## config.mk

```make
export PLATFORM = sky130hd
export DESIGN_NAME = fetch_unit_flat
export DESIGN_NICKNAME = d
export VERILOG_FILES = /design/src/rtl/fetch_unit_pkg.sv /design/src/rtl/fetch_unit_if.sv /design/src/rtl/fetch_unit_if_id_reg.sv /design/src/rtl/fetch_unit.sv /design/src/flat_wrapper.sv
export SDC_FILE = /design/constraint.sdc
export NUM_CORES = 1
export LEC_CHECK = 0
export BUFFER_PORTS_ARGS = -buffer_cell sky130_fd_sc_hd__buf_2
export CORE_ASPECT_RATIO = 1.25
export CORE_MARGIN = 2
export CORE_UTILIZATION = 56
export DETAILED_ROUTE_END_ITERATION = 10
export MAX_ROUTING_LAYER = met4
export PLACE_DENSITY = 0.81
export SETUP_SLACK_MARGIN = 0.4
export SYNTH_ARGS = -nofsm -noshare
export SYNTH_HDL_FRONTEND = slang
export SYNTH_SLANG_ARGS = --single-unit
```

## constraint.sdc

```tcl
create_clock -name clk -period 3.2 [get_ports clk]
set_input_delay 0.32 -clock clk [delete_from_list [all_inputs] [get_ports clk]]
set_output_delay 0.32 -clock clk [all_outputs]
set_load 0.02 [all_outputs]
```

## src/rtl/fetch_unit_pkg.sv

```systemverilog
// Shared types and constants for the instruction fetch stage.
package fetch_unit_pkg;

    localparam int XLEN = 64;
    localparam int ILEN = 32;

    localparam logic [XLEN-1:0] RESET_PC_DEF = '0;

    localparam int OPC_LSB  = 0;
    localparam int OPC_W    = 7;
    localparam int RD_LSB   = 7;
    localparam int F3_LSB   = 12;
    localparam int RS1_LSB  = 15;
    localparam int RS2_LSB  = 20;
    localparam int F7B5_POS = 30;
    localparam int REG_W    = 5;

    typedef enum logic [1:0] {
        S_FETCH,
        S_BUFFERED,
        S_DISCARD
    } state_e;

    function automatic logic [XLEN-1:0] align4(
        input logic [XLEN-1:0] a
    );
        return a & ~XLEN'(3);
    endfunction

endpackage

```

## src/rtl/fetch_unit_if.sv

```systemverilog
// Instruction-memory request/response bus between fetch and memory.
interface fetch_unit_if;
    import fetch_unit_pkg::*;

    logic            imem_req;
    logic [XLEN-1:0] imem_addr;
    logic [ILEN-1:0] imem_rdata;
    logic            imem_valid;

    modport master (
        output imem_req,
        output imem_addr,
        input  imem_rdata,
        input  imem_valid
    );

    modport slave (
        input  imem_req,
        input  imem_addr,
        output imem_rdata,
        output imem_valid
    );

endinterface

```

## src/rtl/fetch_unit_if_id_reg.sv

```systemverilog
// IF/ID pipeline register; flush beats load, otherwise holds.
module if_id_reg
    import fetch_unit_pkg::*;
(
    input  logic            clk,
    input  logic            rst_n,
    input  logic            load,
    input  logic            flush,
    input  logic [XLEN-1:0] pc_i,
    input  logic [ILEN-1:0] instr_i,
    output logic            valid_o,
    output logic [XLEN-1:0] pc_o,
    output logic [ILEN-1:0] instr_o
);

    logic            valid_q, valid_d;
    logic [XLEN-1:0] pc_q, pc_d;
    logic [ILEN-1:0] instr_q, instr_d;

    always_comb begin
        valid_d = valid_q;
        pc_d    = pc_q;
        instr_d = instr_q;
        if (flush) begin
            valid_d = 1'b0;
        end else if (load) begin
            valid_d = 1'b1;
            pc_d    = pc_i;
            instr_d = instr_i;
        end
    end

    always_ff @(posedge clk or negedge rst_n) begin
        if (!rst_n) begin
            valid_q <= 1'b0;
            pc_q    <= '0;
            instr_q <= '0;
        end else begin
            valid_q <= valid_d;
            pc_q    <= pc_d;
            instr_q <= instr_d;
        end
    end

    assign valid_o = valid_q;
    assign pc_o    = pc_q;
    assign instr_o = instr_q;

endmodule

```

## src/rtl/fetch_unit.sv

```systemverilog
// Fetch stage: PC sequencing, one-entry skid buffer, redirect handling.
module fetch_unit
    import fetch_unit_pkg::*;
#(
    parameter logic [XLEN-1:0] RESET_PC = RESET_PC_DEF
) (
    input  logic                 clk,
    input  logic                 reset_n,
    fetch_unit_if.master         imem,
    input  logic                 stall,
    input  logic                 branch_taken,
    input  logic [XLEN-1:0]      branch_target,
    output logic                 id_valid,
    output logic [XLEN-1:0]      id_pc,
    output logic [ILEN-1:0]      id_instr,
    output logic [OPC_W-1:0]     Opcode,
    output logic [3:0]           Func,
    output logic [REG_W-1:0]     rd,
    output logic [REG_W-1:0]     rs1,
    output logic [REG_W-1:0]     rs2
);

    state_e          state_q, state_d;
    logic [XLEN-1:0] pc_q, pc_d;
    logic [XLEN-1:0] stale_q, stale_d;
    logic [XLEN-1:0] skid_pc_q, skid_pc_d;
    logic [ILEN-1:0] skid_instr_q, skid_instr_d;

    logic            id_load;
    logic            id_flush;
    logic [XLEN-1:0] id_pc_in;
    logic [ILEN-1:0] id_instr_in;
    logic            id_free;

    assign id_free = !id_valid || !stall;

    always_comb begin
        state_d      = state_q;
        pc_d         = pc_q;
        stale_d      = stale_q;
        skid_pc_d    = skid_pc_q;
        skid_instr_d = skid_instr_q;
        id_load      = 1'b0;
        id_flush     = 1'b0;
        id_pc_in     = pc_q;
        id_instr_in  = imem.imem_rdata;
        if (branch_taken) begin
            pc_d         = align4(branch_target);
            id_flush     = 1'b1;
            skid_pc_d    = '0;
            skid_instr_d = '0;
            unique case (state_q)
                S_FETCH: begin
                    // An outstanding request must drain before the target.
                    if (!imem.imem_valid) begin
                        state_d = S_DISCARD;
                        stale_d = pc_q;
                    end
                end
                S_BUFFERED: state_d = S_FETCH;
                S_DISCARD:  state_d = S_DISCARD;
                default:    state_d = S_FETCH;
            endcase
        end else begin
            unique case (state_q)
                S_FETCH: begin
                    if (imem.imem_valid) begin
                        pc_d = pc_q + XLEN'(4);
                        if (id_free) begin
                            id_load = 1'b1;
                        end else begin
                            skid_pc_d    = pc_q;
                            skid_instr_d = imem.imem_rdata;
                            state_d      = S_BUFFERED;
                        end
                    end else if (!stall) begin
                        id_flush = 1'b1;
                    end
                end
                S_BUFFERED: begin
                    if (!stall) begin
                        id_load     = 1'b1;
                        id_pc_in    = skid_pc_q;
                        id_instr_in = skid_instr_q;
                        state_d     = S_FETCH;
                    end
                end
                S_DISCARD: begin
                    id_flush = 1'b1;
                    if (imem.imem_valid) begin
                        state_d = S_FETCH;
                    end
                end
                default: state_d = S_FETCH;
            endcase
        end
    end

    always_ff @(posedge clk or negedge reset_n) begin
        if (!reset_n) begin
            state_q      <= S_FETCH;
            pc_q         <= RESET_PC;
            stale_q      <= '0;
            skid_pc_q    <= '0;
            skid_instr_q <= '0;
        end else begin
            state_q      <= state_d;
            pc_q         <= pc_d;
            stale_q      <= stale_d;
            skid_pc_q    <= skid_pc_d;
            skid_instr_q <= skid_instr_d;
        end
    end

    assign imem.imem_req  = reset_n && (state_q != S_BUFFERED);
    assign imem.imem_addr = (state_q == S_DISCARD) ? stale_q : pc_q;

    if_id_reg u_if_id (
        .clk     (clk),
        .rst_n   (reset_n),
        .load    (id_load),
        .flush   (id_flush),
        .pc_i    (id_pc_in),
        .instr_i (id_instr_in),
        .valid_o (id_valid),
        .pc_o    (id_pc),
        .instr_o (id_instr)
    );

    assign Opcode = id_instr[OPC_LSB +: OPC_W];
    assign Func   = {id_instr[F7B5_POS], id_instr[F3_LSB +: 3]};
    assign rd     = id_instr[RD_LSB +: REG_W];
    assign rs1    = id_instr[RS1_LSB +: REG_W];
    assign rs2    = id_instr[RS2_LSB +: REG_W];

endmodule

```

## src/flat_wrapper.sv

```systemverilog
// flat-port wrapper written by rule: the top's interface ports become plain ports
module fetch_unit_flat import fetch_unit_pkg::*;
#(
    parameter logic [XLEN-1:0] RESET_PC = RESET_PC_DEF
)
  (clk, reset_n, stall, branch_taken, branch_target, id_valid, id_pc, id_instr, Opcode, Func, rd, rs1, rs2, imem_imem_req, imem_imem_addr, imem_imem_rdata, imem_imem_valid);
  fetch_unit_if imem_i ();
  input  logic clk;
  input  logic reset_n;
  input  logic stall;
  input  logic branch_taken;
  input  logic [XLEN-1:0] branch_target;
  output logic id_valid;
  output logic [XLEN-1:0] id_pc;
  output logic [ILEN-1:0] id_instr;
  output logic [OPC_W-1:0] Opcode;
  output logic [3:0] Func;
  output logic [REG_W-1:0] rd;
  output logic [REG_W-1:0] rs1;
  output logic [REG_W-1:0] rs2;
  output wire logic [$bits(imem_i.imem_req)-1:0] imem_imem_req;
  output wire logic [$bits(imem_i.imem_addr)-1:0] imem_imem_addr;
  input wire logic [$bits(imem_i.imem_rdata)-1:0] imem_imem_rdata;
  input wire logic [$bits(imem_i.imem_valid)-1:0] imem_imem_valid;
  assign imem_imem_req = imem_i.imem_req;
  assign imem_imem_addr = imem_i.imem_addr;
  assign imem_i.imem_rdata = imem_imem_rdata;
  assign imem_i.imem_valid = imem_imem_valid;
  fetch_unit #(.RESET_PC(RESET_PC)) u_core (.clk(clk), .reset_n(reset_n), .imem(imem_i), .stall(stall), .branch_taken(branch_taken), .branch_target(branch_target), .id_valid(id_valid), .id_pc(id_pc), .id_instr(id_instr), .Opcode(Opcode), .Func(Func), .rd(rd), .rs1(rs1), .rs2(rs2));
endmodule
```

Word-level counts from Yosys, hierarchy flattened
Cells that the tools add are included.
{"block": "totals", "mem_bits_rw": 0, "romBits": 0, "elab_cells": 69, "reg_bits": 323, "latchBits": 0, "output_inout_bits": 188, "in_bits": 101, "n_memories": 0}
{"block": "classes", "n_shift": 0, "reduce_logical": 13, "mux": 36, "mul": 0, "eq_ne": 9, "div": 0, "n_lt_le_gt_ge": 0, "n_bitwise": 2, "n_addsub": 1}
{"op": "2-to-1 mux 64 bit", "n": 11}
{"op": "2-to-1 mux 32 bit", "n": 7}
{"op": "adder 64 x 3 -> 64 bit, second input constant", "n": 1}
{"op": "!= test 3 bit, second input constant", "n": 5}
{"op": "2-to-1 mux 2 bit", "n": 6}
{"op": "2-to-1 mux 1 bit", "n": 8}
{"op": "one-hot mux 2 bit (3 select lines)", "n": 1}
{"op": "AND reduction 3 bit", "n": 2}
{"op": "nonzero test 2 bit", "n": 3}
{"op": "AND reduction 5 bit", "n": 1}
{"op": "one-hot mux 1 bit (2 select lines)", "n": 2}
{"op": "one-hot mux 2 bit (2 select lines)", "n": 1}
{"op": "AND reduction 2 bit", "n": 2}
{"op": "equality test 2 x 1 -> 1 bit, second input constant", "n": 1}
{"op": "equality test 2 bit, second input constant", "n": 1}
{"op": "logical NOT 1 bit", "n": 2}
{"op": "logical NOT 2 bit", "n": 1}
{"op": "!= test 2 x 1 -> 1 bit, second input constant", "n": 1}
{"op": "!= test 2 bit, second input constant", "n": 1}
{"op": "inverter 1 bit", "n": 2}
{"op": "logical AND 1 bit", "n": 1}
{"op": "logical OR 1 bit", "n": 1}

Depth between registers and ports, before layout
{"block": "logic_depth", "depth_word": 8, "mapped_depth": 10}

Cells and area by module
From an unflattened synthesis, not the netlist that was laid out.
{"block": "hier_totals", "cells_unflattened": 1381, "hier_area_um2": 15612.5}
{"mod": "fetch_unit", "area_each_um2": 11801.3, "cells_each": 1174, "n_inst": 1}
{"mod": "if_id_reg", "area_each_um2": 3811.2, "cells_each": 207, "n_inst": 1}

Worst setup path after synthesis
No wires, ideal clock.
{"block": "synth_timing", "kind": "register -> register", "startpoint": "register u_core.pc_q[33]", "endpoint": "register u_core.pc_q[57]", "setup_time_ns": 0.082, "synth_period_minus_slack_ns": 2.226, "arrival_time_ns": 2.144, "path_stages_with_launch": 8, "t_required_ns": 3.118, "setup_slack_ns": 0.974, "path_cell_list": "dfrtp_1 > buf_2 > nand4_4 > or2_1 > or4_4 > buf_6 > or4_1 > a31oi_1"}
{"block": "synth_between", "elab_chain_cells": 4}
{"element": "from (decl)", "line_no": "fetch_unit.sv:24", "text": "logic [XLEN-1:0] pc_q, pc_d;"}
{"element": "from (signal assigned)", "line_no": "fetch_unit.sv:108", "text": "pc_q <= pc_d;"}
{"element": "adder 64 x 3 -> 64 bit", "line_no": "fetch_unit.sv:68", "text": "pc_d = pc_q + XLEN'(4);"}
{"element": "2-to-1 mux 64 bit", "line_no": "fetch_unit.sv:67", "text": "if (imem.imem_valid) begin"}
{"element": "2-to-1 mux 64 bit", "line_no": "fetch_unit.sv:65", "text": "unique case (state_q)"}
{"element": "2-to-1 mux 64 bit", "line_no": "fetch_unit.sv:47", "text": "if (branch_taken) begin"}
No other way between the ends. The select of a mux whose other input is x is not followed.
A chain may end at the register's enable or synchronous reset.

Final worst setup path
{"block": "layout_timing", "startpoint": "register u_core.pc_q[5]", "endpoint": "register u_core.pc_q[58]"}
The elaborated chain is that of the path after synthesis.

==> out/qor.txt <==
Status = finished, final reports clean
Worst hold start = imem_imem_rdata[3]
Primary FF master, synth = dfrtp_1
VDD IR max = 0.491 mV
Area leader, netlist = dfrtp_1
Leak pwr = 0.00805 uW
Drc violations = 0
Syn. warnings = 0
Crit share post-route = 0.820
Worst slew pin tran = 0.866 ns
Crit path cell chain = and4_1, nand4_1, or3_1, or4_1, a31oi_1
Vias = 11.5k
Slew HR = 0.422
Share of the synthesized area in the top cell type = 0.531
Worst Hold Class = in -> reg
CTS Buf Count = 31
Area contributors post-synth = dfrtp_1 (53%), mux2_2 (9.0%), mux2i_1 (6.6%)
Setup violators final = 0
CP startpoint = u_core.pc_q[5]
Cell Rows = 66
ANT nets after route = 0
Worst reg2reg path endpoint = u_core.pc_q[58]
Crit path DAT = 3.09 ns
Grt ovf = 0
CP Data Required Time = 3.67 ns
#FFs+latches synth = 317
Drt first pass iters = 5
Nets = 1,677
Critical path startpoint category = flop
Max-cap viol count = 0
Area of the multi-input gates = 6270 sq um
Die H = 187 um
Sum of negative setup slack = 0 ns
Initial Utilization = 0.573
Final Max Tran Viols = 0
FF-to-FF path depth = 5
Post-synth ARST share = 1.00
Critical path type = reg -> reg
Initial antenna violation count = 2
Clock Sinks = 317
WHS Path Cells = 2
Final min period = 2.62 ns
Vias in the first global route = 11.3k
Area of the die = 28,000 sq um
Largest net degree at the start of global routing = 156
Hpwl dp = 25,000 um
Post-cts resize count = 0
Unrepaired setup endpoints after global routing = no
Via-per-instance ratio = 5.94
First-pass GRT wire length = 62,000 um
CTS tree = built
Yosys cell types = 52
Wire length per cell = 20.1 um
Core area = 26,100 sq um
Worst Path Buf+Inv = 0
Sequential fraction of the synthesis area = 0.531
Synth-to-Final Area Change = 19.1%
Tightest hold margin = 0.0146 ns
Simple-gate share of the synthesized area = 0.113
Cell count after synthesis = 1,353
CP endpoint kind = flop
Drt first-iter violations = 676
Register area = 7930 sq um
I/O Pins = 289
Number of port buffers = 284
Ratio of cells with drive above 1 in the final layout = 0.310
GR Util All Layers = 0.284
Worst r2r src = u_core.pc_q[5]
Routed wire length = 39,000 um
H-tree levels = 1
Delay-heaviest family, CP = simple AND/OR/NAND/NOR gates
CTS root buffer = clkbuf_16
Post-synthesis adder-cell area fraction = 0.00151
Max incr delay on CP = 0.61 ns
Complex-gate fraction of the synthesized area = 0.123
Clk pin slew, worst setup/hold paths = 0.06 ns
Fill cell count = 1,879
EDFF count, synth = 0
Final Hold Viols = 0
Hold worst-path end = u_core.skid_instr_q[3]
Slowest-stage cell, CP = or3_1
Max Clock Skew = 0.0111 ns
Skew-Pair Late Insertion Delay = 0.55 ns
Multiplexer share of the synthesized area = 0.155
Die width = 150 um
Final GP Congestion = 0.872
Largest family of logic cells by synthesized area = multiplexers
Fmax = 0.381 GHz
Syn_area_per_cell = 11.0 sq um
Clock buffer depth = 3
Cell area after synthesis = 14,900 sq um
R2r setup slk = 0.58 ns
Post-Synth XOR/XNOR Area = 0.0229
Pwr Density = 645 nW/um^2
Worst-path fanout max = 13
[cell type report]
class	count	area share
Clock inverter	16	0.0106
Clock buffer	40	0.0494
Tap cell	340	0.0239
Sequential cell	317	0.446
Multi-Input combinational cell	873	0.353
Timing Repair Buffer	344	0.115
Inverter	8	0.00169
Antenna cell	3	0.000422
[Yosys cell counts (3+ instances only)]
master and count:
a21oi_1 4, a221o_1 3, a22o_1 97, a22oi_1 3, a31oi_1 15, and3_1 5
and4_1 11, buf_1 12, buf_2 25, buf_4 34, clkbuf_1 77, clkbuf_2 7
dfrtp_1 317, inv_1 8, mux2_2 119, mux2i_1 98, nand2_1 170, nand3_1 22
nand4_1 19, nand4_2 3, nor2_1 22, nor2b_1 7, nor3_1 15, nor4_1 19
o21ai_0 145, o31ai_1 8, or3_1 6, or4_1 16, xnor2_1 29, xor2_1 10
[cell usage in the layout (no fill, tap or decap), types with 5 or more instances in the layout]
cell           synthesis  final
nor2_1                22     21
a22o_1                97     97
buf_2                 25    282
clkbuf_16              0     31
buf_4                 34     18
nand3_1               22     22
mux2_2               119    119
dlygate4sd3_1          0     37
nor2b_1                7      7
dfrtp_1              317    317
o21ai_0              145    145
xnor2_1               29     29
mux2i_1               98     98
or4_1                 16     16
and4_1                11     11
nor4_1                19     18
a31oi_1               15     13
nand4_1               19     19
nor3_1                15     14
clkinv_2               0      9
inv_1                  8      8
o31ai_1                8      8
clkbuf_8               0      7
nand2_1              170    170
buf_12                 0      6
or3_1                  6      6
and3_1                 5      5
xor2_1                10     10
[per-stage QoR]
step	setup slack [ns]	area, sq um	std cells	total power (uW)	util
floorplan	0.974	14900	1354	6790	-
global placement	0.659	16300	1844	7590	0.626
detailed placement	0.585	16300	1844	7690	0.626
CTS	0.567	17800	1937	11500	0.681
global route	0.417	17800	1940	12000	0.682
finish	0.576	17800	1941	11500	0.682
[kinds of logic after synthesis]
| kind of cell | Yosys count |
|---|---|
| AOI/OAI and AO/OA | 279 |
| xor gates and xnor gates | 39 |
| adders and majority gates | 2 |
| buffers and inverters | 164 |
| DFF | 317 |
| muxes | 217 |
| other | 1 |
| and+or+nand+nor | 334 |
[flip-flops by register name (all words and copies together) (netlist names)]
| signal | cells |
|---|---|
| u_core.state_q | 2 |
| u_core.skid_pc_q | 63 |
| u_core.u_if_id.valid_o | 1 |
| u_core.u_if_id.instr_o | 32 |
| u_core.pc_q | 62 |
| u_core.u_if_id.pc_o | 63 |
| u_core.skid_instr_q | 32 |
| u_core.stale_q | 62 |
[layer usage]
layer | wire length (um) | part of all wire | vias to the layer above | global-route usage
met5 | 0 | 0 | - | -
met3 | 2430 | 0.062 | 85 | 0.0406
li1 | - | - | 5259 | -
met1 | 16000 | 0.41 | 5737 | 0.368
met2 | 19300 | 0.50 | 439 | 0.460
met4 | 1280 | 0.033 | 0 | 0.0965
[repair_timing]
action	in CTS	in global routing
setup endpoints to repair	46	0
endpoints found under the hold margin	63	1
setup buffers	1	0
hold buffers	36	1
[worst max path at each step]
stage | end | slack [ns] | depth (start not counted)
2_1_floorplan | u_core.pc_q[57] | 0.97 | 7
3_3_place_gp | u_core.pc_q[46] | 0.66 | 5
3_5_place_dp | u_core.pc_q[58] | 0.58 | 5
4_1_cts | u_core.pc_q[58] | 0.57 | 5
5_1_grt | u_core.pc_q[46] | 0.42 | 5
6_report | u_core.pc_q[58] | 0.58 | 5
[power breakdown]
group | switching [uW] | internal [uW]
combinational | 1600 | 1020
sequential | 463 | 4600
clock | 1550 | 2250
total | 3620 | 7870
Power figures use the tool's default switching activity.
